`config.mk`:
```
export PLATFORM = sky130hd
export DESIGN_NAME = cdc_handshake_tx
export DESIGN_NICKNAME = d
export VERILOG_FILES = /design/src/rtl/cdc_handshake_tx.sv
export SDC_FILE = /design/constraint.sdc
export NUM_CORES = 1
export LEC_CHECK = 0
export ABC_AREA = 1
export BUFFER_PORTS_ARGS = -buffer_cell sky130_fd_sc_hd__buf_2
export CAP_MARGIN = 40
export CORE_UTILIZATION = 27
export CTS_CLUSTER_DIAMETER = 120
export CTS_CLUSTER_SIZE = 16
export DETAILED_ROUTE_END_ITERATION = 8
export GPL_ROUTABILITY_DRIVEN = 0
export MAX_ROUTING_LAYER = met4
export PLACE_DENSITY = 0.58
export SYNTH_ARGS = -nofsm -noshare
export SYNTH_HDL_FRONTEND = slang
export SYNTH_SLANG_ARGS = --single-unit
```
`constraint.sdc`:
```
create_clock -name clk -period 1.45 [get_ports clk]
set_input_delay 0.145 -clock clk [delete_from_list [all_inputs] [get_ports clk]]
set_output_delay 0.145 -clock clk [all_outputs]
set_load 0.02 [all_outputs]
```
`src/rtl/cdc_handshake_tx.sv`:
```
// -----------------------------------------------------------------------------
// cdc_handshake_tx
//
// This is the sending end of a 4-phase req/ack clock-domain-crossing handshake.
// A word is captured on an accepted send_i pulse and held on data_o. The block
// then raises req_o and waits for the far side's ack. The asynchronous ack_i
// passes through a SYNC_STAGES-deep flop chain first. After the return-to-zero
// phase, done_o pulses for one cycle.
//
// Optional feature (compile-time macro CDC_TIMEOUT_EN):
//   Each handshake phase gets a watchdog of TIMEOUT cycles. When it expires,
//   the transfer is aborted and err_o pulses. Without the macro, err_o is tied
//   to 0 and the block waits indefinitely.
//
// Ports:
//   clk        system clock, rising-edge active
//   rst        asynchronous, active-high reset
//   send_i     one-cycle request to transfer data_i
//   data_i     word to transfer, sampled only in the accept cycle
//   ready_o    high while idle; send_i is accepted only then
//   req_o      handshake request level, straight from a flop
//   data_o     held word; stable from req_o rise until return to idle
//   ack_i      asynchronous acknowledge from the far domain
//   done_o     one-cycle pulse on transfer completion
//   overrun_o  one-cycle pulse when send_i arrives while not ready
//   err_o      one-cycle timeout pulse (0 without CDC_TIMEOUT_EN)
// -----------------------------------------------------------------------------
module cdc_handshake_tx #(
  parameter int WIDTH       = 8,
  parameter int SYNC_STAGES = 2,
  parameter int TIMEOUT     = 255
) (
  input  logic             clk,
  input  logic             rst,
  input  logic             send_i,
  input  logic [WIDTH-1:0] data_i,
  output logic             ready_o,
  output logic             req_o,
  output logic [WIDTH-1:0] data_o,
  input  logic             ack_i,
  output logic             done_o,
  output logic             overrun_o,
  output logic             err_o
);

  // Reject illegal configurations at elaboration time.
  if (SYNC_STAGES < 2 || TIMEOUT < 1) begin : g_bad_params
    $error("cdc_handshake_tx: SYNC_STAGES must be >= 2 and TIMEOUT >= 1");
  end

  typedef enum logic [1:0] {
    ST_IDLE    = 2'd0,
    ST_REQ     = 2'd1,
    ST_RELEASE = 2'd2
  } state_t;

  state_t                 state_r;
  logic [SYNC_STAGES-1:0] ack_sync_r;
  logic                   ack_s;
  logic                   req_r;
  logic                   ready_r;
  logic [WIDTH-1:0]       data_r;
  logic                   done_r;
  logic                   overrun_r;
  logic                   tmo_hit_s;

`ifdef CDC_TIMEOUT_EN
  localparam int CW = $clog2(TIMEOUT + 1);

  logic [CW-1:0] cnt_r;
  logic [CW-1:0] cnt_inc_s;
  logic          err_r;

  // Saturating next count; the phase has expired when it reaches TIMEOUT.
  always_comb begin
    cnt_inc_s = cnt_r;
    tmo_hit_s = 1'b0;
    if (cnt_r == CW'(TIMEOUT)) begin
      cnt_inc_s = cnt_r;
    end else begin
      cnt_inc_s = cnt_r + CW'(1);
    end
    tmo_hit_s = (cnt_inc_s == CW'(TIMEOUT));
  end

  assign err_o = err_r;
`else
  assign tmo_hit_s = 1'b0;
  assign err_o     = 1'b0;
`endif

  // ack_i resynchronizer; the FSM only ever looks at the last stage.
  always_ff @(posedge clk or posedge rst) begin
    if (rst) begin
      ack_sync_r <= {SYNC_STAGES{1'b0}};
    end else begin
      ack_sync_r <= {ack_sync_r[SYNC_STAGES-2:0], ack_i};
    end
  end

  assign ack_s = ack_sync_r[SYNC_STAGES-1];

  // Handshake FSM with all outputs registered.
  always_ff @(posedge clk or posedge rst) begin
    if (rst) begin
      state_r   <= ST_IDLE;
      req_r     <= 1'b0;
      ready_r   <= 1'b1;
      data_r    <= {WIDTH{1'b0}};
      done_r    <= 1'b0;
      overrun_r <= 1'b0;
`ifdef CDC_TIMEOUT_EN
      cnt_r     <= {CW{1'b0}};
      err_r     <= 1'b0;
`endif
    end else begin
      done_r    <= 1'b0;
      // A send while busy is dropped and only flagged.
      overrun_r <= send_i & ~ready_r;
`ifdef CDC_TIMEOUT_EN
      err_r     <= 1'b0;
      // Counter clears unless the phase continues (see increments below).
      cnt_r     <= {CW{1'b0}};
`endif
      case (state_r)
        ST_IDLE: begin
          if (send_i) begin
            data_r  <= data_i;
            req_r   <= 1'b1;
            ready_r <= 1'b0;
            state_r <= ST_REQ;
          end
        end
        ST_REQ: begin
          // A stale ack already high on entry is taken as valid.
          if (ack_s) begin
            req_r   <= 1'b0;
            state_r <= ST_RELEASE;
          end else if (tmo_hit_s) begin
            req_r   <= 1'b0;
            ready_r <= 1'b1;
            state_r <= ST_IDLE;
`ifdef CDC_TIMEOUT_EN
            err_r   <= 1'b1;
`endif
          end else begin
`ifdef CDC_TIMEOUT_EN
            cnt_r   <= cnt_inc_s;
`endif
          end
        end
        ST_RELEASE: begin
          if (!ack_s) begin
            ready_r <= 1'b1;
            done_r  <= 1'b1;
            state_r <= ST_IDLE;
          end else if (tmo_hit_s) begin
            ready_r <= 1'b1;
            state_r <= ST_IDLE;
`ifdef CDC_TIMEOUT_EN
            err_r   <= 1'b1;
`endif
          end else begin
`ifdef CDC_TIMEOUT_EN
            cnt_r   <= cnt_inc_s;
`endif
          end
        end
        default: begin
          state_r <= ST_IDLE;
          req_r   <= 1'b0;
          ready_r <= 1'b1;
        end
      endcase
    end
  end

  assign req_o     = req_r;
  assign ready_o   = ready_r;
  assign data_o    = data_r;
  assign done_o    = done_r;
  assign overrun_o = overrun_r;

endmodule
```
==> Word level (Yosys, flattened, before mapping) <==
Index checks and enable logic that the tools add are counted.
{ "op_classes": {"eq_ne": 5, "mux": 12, "bitwise": 4, "n_reduce_logical": 5} }
{ "op_table": {"columns": ["cell", "n"], "rows": [
  ["3-bit AND reduction", 3],
  ["1-bit 2-to-1 mux", 6],
  ["2-bit 2-to-1 mux", 3],
  ["2-bit != test (second input constant)", 3],
  ["1-bit case mux with 3 select lines", 2],
  ["2-bit case mux with 3 select lines", 1],
  ["1-bit inverter", 3],
  ["2-bit by 1-bit == test with 1-bit output (second input constant)", 1],
  ["2-bit == test (second input constant)", 1],
  ["2-bit zero test", 1],
  ["2-bit AND reduction", 1],
  ["1-bit bitwise AND", 1]
]} }
{ "totals": {"reg_bits": 16, "input_bits": 12, "wordCells": 33} }

==> Longest topological paths before layout <==
{ "depth": {"word_depth": 3, "ltp_mapped": 5, "ltp_nobuf": 5} }

==> Worst setup path before layout <==
No wires, ideal clock.
{ "synth_timing": {"kind": "reg2reg", "from": "register state_r[1]", "to": "register req_r, in the netlist req_o", "setup_ns": 0.063, "arrival_time_ns": 0.859, "required_ns": 1.387, "setup_slack_ns": 0.528, "path_stages_with_launch": 6, "path_buffers": 0, "period_less_slack_ns": 0.922, "path_cell_list": "dfrtp_1 -> nor2_2 -> nand2_4 -> inv_6 -> o21ai_2 -> inv_1"} }
{ "synth_between": {"elab_chain_cells": 3} }
{ "synth_lines": {"columns": ["item", "line_no", "text"], "rows": [
  ["from (decl)", "57", "state_t state_r;"],
  ["from (signal assigned)", "106", "state_r <= ST_IDLE;"],
  ["from (signal assigned)", "131", "state_r <= ST_REQ;"],
  ["from (signal assigned)", "138", "state_r <= ST_RELEASE;"],
  ["2-bit by 1-bit == test with 1-bit output (tied with other cells)", "125", "case (state_r)"],
  ["2-bit != test (no line) or 1-bit inverter (tied branches)", null, null],
  ["3-bit AND reduction (no line)", null, null],
  ["to (signal assigned)", "129", "req_r <= 1'b1;"],
  ["to (signal assigned)", "137", "req_r <= 1'b0;"],
  ["to (signal assigned)", "140", "req_r <= 1'b0;"],
  ["to (decl)", "60", "logic req_r;"]
]} }
Several ways; a longest one is shown, not always the timed one.
A chain may end at the register's enable or synchronous reset.

==> Worst setup path in the final report <==
{ "layout_timing": {"from": "register ready_r, in the netlist ready_o", "to": "output ready_o"} }
{ "layout_lines": {"columns": ["item", "line_no", "text"], "rows": [
  ["from (decl)", "61", "logic ready_r;"],
  ["from (signal assigned)", "108", "ready_r <= 1'b1;"],
  ["from (signal assigned)", "130", "ready_r <= 1'b0;"],
  ["from (signal assigned)", "141", "ready_r <= 1'b1;"],
  ["to (decl)", "37", "output logic ready_o,"]
]} }
No word-level cell between the ends.

==> results.md <==
* Pre-antenna DRT Iters at 4
* Final Worst Setup Slack at approximately 0.32 ns
* #FFs+latches synth at 16
* Final #Nets at between 100 and 150
* Buffers on Ports at 23
* Vias per cell at roughly 4.1
* Largest net degree at the start of global routing at 17
* Max incr delay on CP at between 0.5 and 0.6 ns
* Post-Syn Instances at between 60 and 70
* Post-route setup TNS at 0 ns
* Cell Chain, Critical Path: buf_2
* Worst-Margin Slew at around 0.6 ns
* Core ar. at between 0.002 and 0.0025 sq mm
* CP Max Fanout at 3
* Max_cap viols at 0
* CP max-delay cell: dfstp_2
* Worst hold slack at about 0.041 ns
* Initial antenna violation count at 0
* Clk sinks at 16
* Setup Crit Path Kind: register to output pin
* Chip height at just under 50 um
* Sw Ratio at 41.13%
* Combinational cell fraction of total power at between 40 and 50%
* WP buf/inv at 1
* Hold WC Path Type: input pin to register
* Slew HR at between 60 and 70%
* Starting DRT DRC Count at 5
* CTS tree: built
* Pint at a little over 1 mW
* Register area at 401.6 sq um
* Die Width at a little under 50 um
* Final setup fails at 0
* # DRC at 0
* Via count at 487
* Cell Pwr Density at 2122 mW/mm^2
* Net switching power at about 0.71 mW
* WL/cell at approximately 10 um
* Dpl ws at 0.4310 ns
* DPL Wire Length at about 830 um
* Post-route cell area at 812.0 sq um
* Outcome: complete, no violations
* Post-Syn Area at 614.3 sq um
* Setup Fix Bufs, Post-CTS at 0
* Hold path start: data_i[1]
* Setup crit end kind: output pin
* FF-to-FF path depth at 5
* Gr usage total at a little over a tenth
* Fin. Hold Viols at 0
* Part of the cycle the worst path needs at about four fifths
* H-tree Lvls at 1
* CTS clk-pin slew, worst paths at about 0.10 ns
* Multi-input logic area at ~180 sq um
* Sequential power share at a little over two fifths
* Fraction of layout cells with a size suffix above 1 at between 30% and 40%
* Worst R2R Start: state_r[1]$_DFFE_PP0P_
* Worst Hold End: data_o[1]$_DFFE_PP0P_
* RSZ-0062 raised after global routing: false
* Ys Warns at 0
* IO Pins at 25
* Crit path time final at 1.133 ns
* Sequential area share after synthesis at 65.38%
* Antenna-violating nets left at 0
* FF-to-FF setup slack at between 0.4 and 0.5 ns
* PostCTS Resize Cnt at 0
* Root Driver: clkbuf_4
* Hold path cells at 3
* N_diodes at 0
* Clock power share at between 10% and 20%
* Worst skew pair latency at between 0.2 and 0.3 ns
* DIE AREA at around 0.0025 sq mm
* Placed Instance Area at between 700 and 800 sq um
* Number of global-route vias before repair at approximately 440
* TritonCTS buffer count at 3
* Initial core utilization at between 30% and 40%
* First-pass GRT wire length at ~1900 um
* Avg Inst Size Synth at between 9 and 10 sq um
* Clock Tree Buf Depth at 2
* Grt ovf at 0
* Worst Skew at slightly above 0.007 ns
* Final wirelength at 1185 um
* Slew Limit Fails at 0
* CP required at ~1.3 ns
* Highest clock rate at ~0.9 GHz
* FILL cells at between 200 and 250
* Data arrival, critical path at 0.99 ns
* CP top delay family: flip-flops
* Layout overhead on the synthesized area at 32.18%
* Maximum VDD drop at 0.0008719 V
* RR Endpoint: data_o[5]$_DFFE_PP0P_
* Leakage at approximately 0.46 nW
* Std cell rows at 16
* Startpoint Class: register
* Synth cell types at 15
* Syn nets at 76
## routing by layer
metal	part of all wire [%]	track usage, %	wire length [um]	vias to the layer above
met5	0	-	0	-
met4	1.7	7.143	20	0
met3	4.6	1.852	54	4
met2	44	15.99	517	16
met1	50	12.94	593	221
li1	-	-	-	246
## worst register-to-register path, cell delays in order (launching register included)
cell and delay [ns]:
dfrtp_1 0.44, nor2_2 0.19, nand2_4 0.13, inv_6 0.12
nand2_1 0.05, nand2_1 0.05
## power groups by stage
stage | Clock [mW] | Combinational, mW | Sequential [mW]
after global routing | 0.312 | 0.768 | 0.755
after floorplan | 0 | 0.290 | 0.921
after detailed placement | 0 | 0.695 | 0.743
final | 0.293 | 0.696 | 0.734
after global placement | 0 | 0.682 | 0.743
after CTS | 0.302 | 0.701 | 0.736
## cells by family (layout without fill, tap and decap cells)
kind of cell	Yosys count	count (layout)	synth area share, %
and+or+nand+nor	36	36	24.03
DFF	16	16	65.38
buffers and inverters	7	35	5.704
AOI/OAI and AO/OA	4	4	4.276
other	1	1	0.6104
## timing repair
| action | CTS | global route |
|---|---|---|
| hold endpoints to repair | 16 | 0 |
| setup endpoints to repair | 0 | 0 |
| hold buffers | 2 | 0 |
## registers in the layout (all words and copies together), names as in the netlist
| name | flops |
|---|---|
| data_o | 8 |
| ack_sync_r | 2 |
| state_r | 2 |
| done_o | 1 |
| overrun_o | 1 |
| ready_o | 1 |
| req_o | 1 |
## cell usage in the layout (no fill, tap or decap)
cell           Yosys  final
nor2_2             1      1
clkbuf_4           0      3
a21boi_1           1      1
inv_6              1      1
o21ai_0            1      1
nand3_1            2      2
nand2_4            1      1
buf_2              0     23
inv_1              5      5
o21ai_2            1      1
nand2_1           30     30
dlygate4sd3_1      0      2
o21ai_1            1      1
nor2_1             2      2
conb_1             1      1
dfstp_2            1      1
clkbuf_8           0      1
dfrtp_1           15     15
## metrics by stage
stage | power (mW) | util (%) | instances
3_5_place_dp | 1.437 | 37.01 | 113
2_1_floorplan | 1.211 | - | 64
6_report | 1.723 | 39.77 | 119
4_1_cts | 1.739 | 39.77 | 119
5_1_grt | 1.834 | 39.77 | 119
3_3_place_gp | 1.425 | 37.01 | 113
## how the worst max path moves through the flow
stage                           start                    end  cells past startpoint
6_report          ready_o$_DFFE_PP1P_                ready_o                      1
3_5_place_dp   state_r[1]$_DFFE_PP0P_  data_o[5]$_DFFE_PP0P_                      5
3_3_place_gp   state_r[1]$_DFFE_PP0P_  data_o[0]$_DFFE_PP0P_                      5
5_1_grt           ready_o$_DFFE_PP1P_                ready_o                      1
4_1_cts           ready_o$_DFFE_PP1P_                ready_o                      1
2_1_floorplan  state_r[1]$_DFFE_PP0P_      req_o$_DFFE_PP0P_                      5
## synth_stat cells
cell / count / area share, %
nand2_1: 30 / 18
dfrtp_1: 15 / 61
inv_1: 5 / 3.1
nand3_1: 2 / 1.6
nor2_1: 2 / 1.2
a21boi_1: 1 / 1.2
buf_4: 1 / 1.2
conb_1: 1 / 0.61
dfstp_2: 1 / 4.3
inv_6: 1 / 1.4
nand2_4: 1 / 1.8
nor2_2: 1 / 1.0
o21ai_0: 1 / 0.81
o21ai_1: 1 / 0.81
o21ai_2: 1 / 1.4
## area by class of cell
cell class,instances,area share [%]
timing repair buffer,25,16.64
tap,27,4.160
multi-input combinational,41,21.88
clock buffer,4,4.468
inverter,6,3.390
sequential,16,49.46
No activity file was read; power rests on OpenSTA's default activity.
